[src/rtl/adder_8bit.sv]
// Registered unsigned ripple-carry adder for the shift-add multiplier datapath.
// One full-adder cell per bit; sum/carry are registered for a fixed 1-cycle latency.

module adder_fa (
  input  logic a_i,
  input  logic b_i,
  input  logic c_i,
  output logic s_o,
  output logic c_o
);
  logic p;
  assign p   = a_i ^ b_i;
  assign s_o = p ^ c_i;
  assign c_o = (a_i & b_i) | (c_i & p);
endmodule

module adder_8bit #(
  parameter int WIDTH = 8
) (
  input  logic             clk,
  input  logic             rst,
  input  logic             in_valid,
  input  logic [WIDTH-1:0] a,
  input  logic [WIDTH-1:0] m,
  output logic [WIDTH-1:0] sum,
  output logic             carry,
  output logic             out_valid
);
  logic [WIDTH:0]   c;
  logic [WIDTH-1:0] s;

  logic [WIDTH-1:0] sum_d, sum_q;
  logic             carry_d, carry_q;
  logic             out_valid_d, out_valid_q;

  assign c[0] = 1'b0;

  // c[i+1] of cell i feeds c_i of cell i+1, forming the ripple chain
  adder_fa u_fa [WIDTH-1:0] (
    .a_i (a),
    .b_i (m),
    .c_i (c[WIDTH-1:0]),
    .s_o (s),
    .c_o (c[WIDTH:1])
  );

  always_comb begin
    sum_d       = sum_q;
    carry_d     = carry_q;
    out_valid_d = in_valid;
    if (in_valid) begin
      sum_d   = s;
      carry_d = c[WIDTH];
    end
  end

  always_ff @(posedge clk) begin
    if (rst) begin
      sum_q       <= '0;
      carry_q     <= 1'b0;
      out_valid_q <= 1'b0;
    end else begin
      sum_q       <= sum_d;
      carry_q     <= carry_d;
      out_valid_q <= out_valid_d;
    end
  end

  assign sum       = sum_q;
  assign carry     = carry_q;
  assign out_valid = out_valid_q;
endmodule

[config.mk]
export PLATFORM = sky130hd
export DESIGN_NAME = adder_8bit
export DESIGN_NICKNAME = d
export VERILOG_FILES = /design/src/rtl/adder_8bit.sv
export SDC_FILE = /design/constraint.sdc
export NUM_CORES = 1
export LEC_CHECK = 0
export CORE_MARGIN = 2
export CORE_UTILIZATION = 36
export CTS_CLUSTER_SIZE = 8
export DETAILED_ROUTE_END_ITERATION = 6
export PLACE_DENSITY = 0.77
export SLEW_MARGIN = 25
export SYNTH_ARGS = -nofsm -noshare
export SYNTH_HDL_FRONTEND = slang
export SYNTH_SLANG_ARGS = --single-unit
[constraint.sdc]
create_clock -name clk -period 4.6 [get_ports clk]
set_input_delay 0.92 -clock clk [delete_from_list [all_inputs] [get_ports clk]]
set_output_delay 0.92 -clock clk [all_outputs]
set_load 0.02 [all_outputs]
# [Yosys cells after proc, flatten, opt, wreduce, memory -nomap -nowiden]
# Index checks and enable logic that the tools add are counted.
[totals] register_bits=10 wordCells=40 ram_bits=0 mem_count=0 rom_bits=0 latchBits=0 out_inout_bits=10
[op_classes] n_mux=0 reduce_logical=0 div_mod_pow=0 n_bitwise=37 addsub=0 mul=0 shifts=0 n_eq_ne=0 magnitude_cmp=0
[ops] op="AND 1 bit" n=15
[ops] op="bitwise XOR 1 bit" n=15
[ops] op="OR 1 bit" n=7

# [Longest topological paths before layout]
# Gate-level depths: netlist (run 1).
[depth] ltp_word=15 ltp_mapped=10

# [Cells and area by module]
# A second synthesis (run 1) with hierarchy kept.
[unflattened] hier_cells=40 area_unflattened_um2=510.5
[by_module_without_submodules] mod="adder_8bit" cells_per_inst=32 area_per_inst_um2=350.3 n_inst=1 seq_area_each_um2=200.2
[by_module_without_submodules] mod="adder_fa" cells_per_inst=1 area_per_inst_um2=20.0 n_inst=8 seq_area_each_um2=0.0

# [Worst setup path after synthesis (run 1)]
# Ideal clock, no wire load.
[synth_path] path_type="input port to flip-flop" start="in a[0]" end="reg sum_q[7], in the netlist sum[7]" t_arrival_ps=4018 required_ps=4514 stages=10 setup_time_ps=86 setup_slack_ps=497 n_path_buf=0 cell_sequence="ha_1 -> fa_1 -> fa_1 -> fa_1 -> fa_1 -> fa_1 -> fa_1 -> inv_1 -> fa_1 -> a211oi_1"
[synth_via] elab_chain_cells=14
[synth_lines] item="start, declared" line="23" source="input logic [WIDTH-1:0] a,"
[synth_lines] item="AND 1 bit (2 in series)" line="14" source="assign c_o = (a_i & b_i) | (c_i & p);"
[synth_lines] item="OR 1 bit" line="14"
[synth_lines] item="AND 1 bit" line="14"
[synth_lines] item="OR 1 bit" line="14"
[synth_lines] item="AND 1 bit" line="14"
[synth_lines] item="OR 1 bit" line="14"
[synth_lines] item="AND 1 bit" line="14"
[synth_lines] item="OR 1 bit" line="14"
[synth_lines] item="AND 1 bit" line="14"
[synth_lines] item="OR 1 bit" line="14"
[synth_lines] item="AND 1 bit" line="14"
[synth_lines] item="OR 1 bit" line="14"
[synth_lines] item="bitwise XOR 1 bit" line="13" source="assign s_o = p ^ c_i;"
[synth_lines] item="end signal, assigned" line="63" source="sum_q <= sum_d;"
[synth_lines] item="end, declared" line="32" source="logic [WIDTH-1:0] sum_d, sum_q;"
# Every way passes these cells.
# A chain may end at the register's enable or synchronous reset.

# [Worst setup path in the final report (run 1)]
# Ends and elaborated chain as after synthesis.

==> impl_metrics.yaml, run 1 <==
sta:
  fin_crit_ns: 4.36
  slew_violations: 0
  setup_violations: 0
  tightestPinTransition_ns: 0.603
  fmax_mhz: 229
  min_period_over_period_pct: 94.7
  max_slew_margin_pct: 59.7
  fin_skew_ns: 0
  rsz0062_at_grt: "no"
  hold_viol: 0
die:
  initial_core_util_pct: 38.8
  fp.dieH_microns: 41.4
  row_count: 13
  dieArea_sq_mm: 0.00172
  core_sq_mm: 0.00130
  fp.dieW_microns: 41.4
  io_pins: 29
yosys:
  synth_nets: 69
  syn_area_per_cell_sq_um: 12.0
  synth-simple-area-share_pct: 7.94
  synth_seq_cells: 10
  netlist_instances: 42
  synth-compound-area-share_pct: 2.98
  synth-xor-area-share_pct: 0
  synthMuxAreaShare_pct: 13.9
  yosysWarnings: 0
  ys_seq_area_share_pct: 39.7
  synth-adder-area-share_pct: 30.3
  synth_top_family_by_area: "adder cells"
  synthesis.area_sq_um: 504
  synthDistinctLibCells: 10
finish:
  area_growth_syn_to_layout_pct: 63.5
  layout.nets: 100
  drive_above_1_share_pct: 5.56
  diodes: 0
  instances_no_fill: 87
critical_path:
  cpPeakStageDelay_ns: 0.41
  cp.arrival_ns: 4.53
  path_buf_inv: 2
  critPathSlowestCell: "fa_1"
  r2r_slack_ns: 3.92
  crit_path_end_kind: "register"
  crit_family: "adder cells"
  crit_path_frequent_cell: "fa_1"
  required_ns: 4.78
  worstRegToRegCells: 2
  critPathKind: "primary input to register"
  crit_chain: "clkdlybuf4s50_1, ha_1, fa_1, fa_1, fa_1, fa_1, fa_1, fa_1, inv_1, fa_1, a211oi_1"
  timing.rr.end: "carry"
  path_max_fanout: 1
  worstSetupStartpointType: "primary input"
  cp-startpoint: "a[0]"
  timing.rr.start: "carry"
worst_hold_path:
  min_to: "carry"
  min_path_type: "register to register"
  holdPathStages: 2
  hp-start: "carry"
power_and_ir_drop:
  totalPowerFinal_mw: 0.250
  p_sw_share_pct: 26.6
  p_per_area_mw_per_mm2: 303
  leakage_nw: 0.348
  pwr-share-clk_pct: 31.8
  internal_power_mw: 0.183
  seqPwrFrac_pct: 39.5
  pwr-share-comb_pct: 28.7
  peakVddDrop_uv: 143
  power_switching_mw: 0.0663
job:
  maxCapViolCount: 0
clocking:
  cts_buffers: 3
  cts-resized-gates: 0
  root_buffer: "clkbuf_4"
  clockBufferDepth: 2
  htreeDepth: 1
  postCtsSetupRepairBufs: 0
  cts-hold-fix-buffers: 0
  cts_tree: "done"
  clock-sinks: 10
  clkTransAtPathRegs_ns: 0.07
  clkLatencyLatePin_ns: 0.26
placed_design:
  gp_congestion: 0.634
  dp_cells: 83
  numPortBuffers: 28
  hpwlAfterDp_microns: 786
drt:
  num_vias: 395
  wl_per_cell_microns: 11.3
  routed_wl_microns: 986
  firstDrtPassIters: 1
  viasPerCell: 4.54
  drtIter0Drc: 0
  ant_nets: 0
  drc: 0
grt:
  antenna_found_initial: 0
  grt_pass1_vias: 412
  grt_pass1_wl_mm: 1.66
  grt_usage_pct: 12.8
  grt-ovfl-total: 0
  grt_max_degree: 13
status:
  run_status: "finished, final reports clean"
placed cells by master (no fill, tap or decap):
| cell | instances |
|---|---|
| clkbuf_8 | 1 |
| nor2b_1 | 1 |
| dfxtp_1 | 10 |
| ha_1 | 1 |
| fa_1 | 7 |
| a211oi_1 | 2 |
| nor2_1 | 9 |
| mux2i_1 | 7 |
| clkbuf_4 | 3 |
| inv_1 | 3 |
| clkdlybuf4s50_1 | 28 |
final cells by class:
cell class	instances	area (sq um)
sequential	10	200
fill	128	477
clock buffer	4	36.3
tap	15	18.8
inverter	3	11.3
multi-input combinational	27	278
timing repair buffer	28	280
worst reg2reg max path: stages (launching register included):
cell      delay, ns
dfxtp_1        0.34
nor2_1         0.04
a211oi_1       0.22
Yosys cell counts:
library cell	number	share of area, %
a211oi_1	2	3.0
mux2i_1	7	14
ha_1	1	2.5
inv_1	3	2.2
nor2b_1	1	1.2
dfxtp_1	10	40
fa_1	7	28
clkbuf_1	1	0.74
buf_6	1	2.2
nor2_1	9	6.7
power by group through the flow:
stage	sequential [mW]	clock, mW	combinational (mW)
final	0.0987	0.0793	0.0716
after global routing	0.0995	0.0859	0.0789
after CTS	0.0988	0.0814	0.0733
after detailed placement	0.101	0	0.0728
after global placement	0.101	0	0.0716
after floorplan	0.111	0	0.0243
sequential cells by signal, indices dropped and copies added (netlist names):
| name | count |
|---|---|
| sum | 8 |
| out_valid | 1 |
| carry | 1 |
logic make-up after synthesis:
group,after synthesis
adder cells (fa/ha/maj),8
multiplexers,7
flip-flops,10
buffers and inverters,5
AND/OR/NAND/NOR,10
AO/OA/AOI/OAI,2
worst max-delay path by stage:
stage                   to  slack (ns)  cells past startpoint
floorplan           sum[7]        0.50                     10
global placement    sum[7]      -0.001                     11
detailed placement  sum[7]       -0.08                     11
CTS                 sum[7]        0.21                     11
global route        sum[7]        0.04                     11
finish              sum[7]        0.24                     11
through the flow:
stage	area (sq um)	setup TNS [ns]	setup WS (ns)	util, %	hold slack, ns
after floorplan	504	0	0.497	-	0.556
after global placement	788	-0.000978	-0.000978	60.6	0.472
after detailed placement	788	-0.0773	-0.0773	60.6	0.480
after CTS	825	0	0.207	63.4	0.490
after global routing	825	0	0.0428	63.4	0.521
final	825	0	0.242	63.4	0.491
layer usage:
metal / vias up / track usage, % / share of wire, %
li1: 193 / - / -
met1: 181 / 13.8 / 42
met2: 19 / 22.8 / 49
met3: 2 / 3.91 / 7.4
met4: 0 / 5.81 / 0.81
met5: - / 0 / 0
No activity file was read; power rests on OpenSTA's default activity.
==> run 2, diff against run 1 <==
--- a/config.mk
+++ b/config.mk
@@ -5,11 +5,13 @@
 export SDC_FILE = /design/constraint.sdc
 export NUM_CORES = 1
 export LEC_CHECK = 0
+export CELL_PAD_IN_SITES_DETAIL_PLACEMENT = 0
+export CELL_PAD_IN_SITES_GLOBAL_PLACEMENT = 1
 export CORE_MARGIN = 2
-export CORE_UTILIZATION = 36
+export CORE_UTILIZATION = 26
 export CTS_CLUSTER_SIZE = 8
 export DETAILED_ROUTE_END_ITERATION = 6
-export PLACE_DENSITY = 0.77
+export PLACE_DENSITY_LB_ADDON = 0.1
 export SLEW_MARGIN = 25
 export SYNTH_ARGS = -nofsm -noshare
 export SYNTH_HDL_FRONTEND = slang
==> impl_metrics.yaml, run 2 (synthesized netlist as in run 1, its figures left out) <==
drt:
  dr_wl_met2_microns: 419
  top_layer: "met3"
  num_vias: 390
  viasPerCell: 4.02
  wl_per_cell_microns: 10.1
  wl_met3_microns: 136
  ant_nets: 0
  drtIter0Drc: 3
  routed_wl_microns: 979
  drc: 0
  firstDrtPassIters: 4
  wl_met1_microns: 422
clocking:
  cts_buffers: 3
  htreeDepth: 1
  clock-sinks: 10
  clkTransAtPathRegs_ns: 0.06
  clkLatencyLatePin_ns: 0.26
  cts-resized-gates: 0
  cts-hold-fix-buffers: 0
  postCtsSetupRepairBufs: 0
  cts_tree: "done"
  clockBufferDepth: 2
  root_buffer: "clkbuf_4"
placed_design:
  hpwlAfterDp_microns: 780
  gp_congestion: 0.640
  dp_cells: 93
  postPlaceCellArea_sq_um: 801
  numPortBuffers: 28
die:
  fp.dieW_microns: 48.0
  core_sq_mm: 0.00178
  fp.dieH_microns: 48.0
  io_pins: 29
  dieArea_sq_mm: 0.00231
  row_count: 15
  initial_core_util_pct: 28.3
finish:
  final_common_cell: "clkdlybuf4s50_1"
  layout_common_cells: "28 x clkdlybuf4s50_1, 10 x dfxtp_1, 9 x nor2_1"
  largest_register_ffs: 8
  drive_above_1_share_pct: 5.56
  instances_no_fill: 97
  fin_area_sq_um: 837
  area_growth_syn_to_layout_pct: 66.0
  fillers: 176
  layout.nets: 100
  diodes: 0
  utilization_pct: 46.9
sta:
  fin_crit_ns: 4.40
  setup_violations: 0
  tightestPinTransition_ns: 0.589
  max_slew_margin_pct: 60.6
  fmax_mhz: 227
  slew_violations: 0
  holdWs_ns: 0.486
  rsz0062_at_grt: "no"
  fin_skew_ns: 0
  hold_viol: 0
  min_period_over_period_pct: 95.6
critical_path:
  crit_path_frequent_cell: "fa_1"
  path_buf_inv: 2
  required_ns: 4.78
  crit_family: "adder cells"
  critPathSlowestCell: "clkdlybuf4s50_1"
  crit_path_end_kind: "register"
  worstRegToRegCells: 2
  path_max_fanout: 1
  cpPeakStageDelay_ns: 0.40
  path_depth: 11
  critPathKind: "primary input to register"
  worstSetupStartpointType: "primary input"
  crit_chain: "clkdlybuf4s50_1, ha_1, fa_1, fa_1, fa_1, fa_1, fa_1, fa_1, inv_1, fa_1, a211oi_1"
  cp.arrival_ns: 4.57
grt:
  grt_pass1_vias: 337
  grt_max_degree: 13
  grt-ovfl-total: 0
  grt_usage_pct: 10.2
  antenna_found_initial: 0
  grt_pass1_wl_mm: 1.50
worst_hold_path:
  min_path_type: "register to register"
  holdPathStages: 2
status:
  run_status: "finished, final reports clean"
power_and_ir_drop:
  leakage_nw: 0.348
  totalPowerFinal_mw: 0.249
  p_per_area_mw_per_mm2: 297
  peakVddDrop_uv: 174
job:
  maxCapViolCount: 0
## run 2: cell counts in the layout (fill, tap and decap cells not counted)
No cell type changed its count.
## run 2: layout make-up
type / instances / area (sq um) / area share [%]
timing repair buffer: 28 / 280 / 33.5
multi-input combinational: 27 / 278 / 33.2
sequential: 10 / 200 / 23.9
clock buffer: 4 / 36.3 / 4.33
tap: 25 / 31.3 / 3.74
inverter: 3 / 11.3 / 1.35
## run 2: final timing paths
| kind | startpoint | to | slack, ns |
|---|---|---|---|
| max | a[0] | sum[7] | 0.20 |
| min reg2reg | carry | carry | 0.49 |
| max reg2reg | sum[7] | sum[7] | 3.93 |
| min | carry | carry | 0.49 |
## run 2: routing by layer
metal,global-route usage (%),up-vias
met4,3.24,0
li1,-,193
met5,0,-
met2,13.6,23
met3,8.30,0
met1,12.3,174
## run 2: worst reg2reg max path, stage by stage, from the launching register on
cell	delay, ns
dfxtp_1	0.33
nor2_1	0.04
a211oi_1	0.22
## run 2: per-stage QoR
step / worst slack (ns) / setup TNS (ns)
final: 0.204 / 0
after global routing: 0.0732 / 0
after CTS: 0.183 / 0
after detailed placement: -0.0933 / -0.0933
after global placement: -0.0449 / -0.0449
after floorplan: 0.497 / 0
## run 2: where the power goes
group	total, mW	internal, mW	leakage, nW	switching (mW)
clock network	0.0782	0.0481	0.0210	0.0302
logic	0.0720	0.0407	0.245	0.0313
registers	0.0987	0.0950	0.0828	0.00376
total	0.249	0.184	0.348	0.0652
==> run 3, diff against run 2 <==
--- a/config.mk
+++ b/config.mk
@@ -12,6 +12,7 @@
 export CTS_CLUSTER_SIZE = 8
 export DETAILED_ROUTE_END_ITERATION = 6
 export PLACE_DENSITY_LB_ADDON = 0.1
+export SKIP_CTS_REPAIR_TIMING = 1
 export SLEW_MARGIN = 25
 export SYNTH_ARGS = -nofsm -noshare
 export SYNTH_HDL_FRONTEND = slang
==> results of run 3 <==
The final DEF is identical to that of run 2; final timing and power are the same.
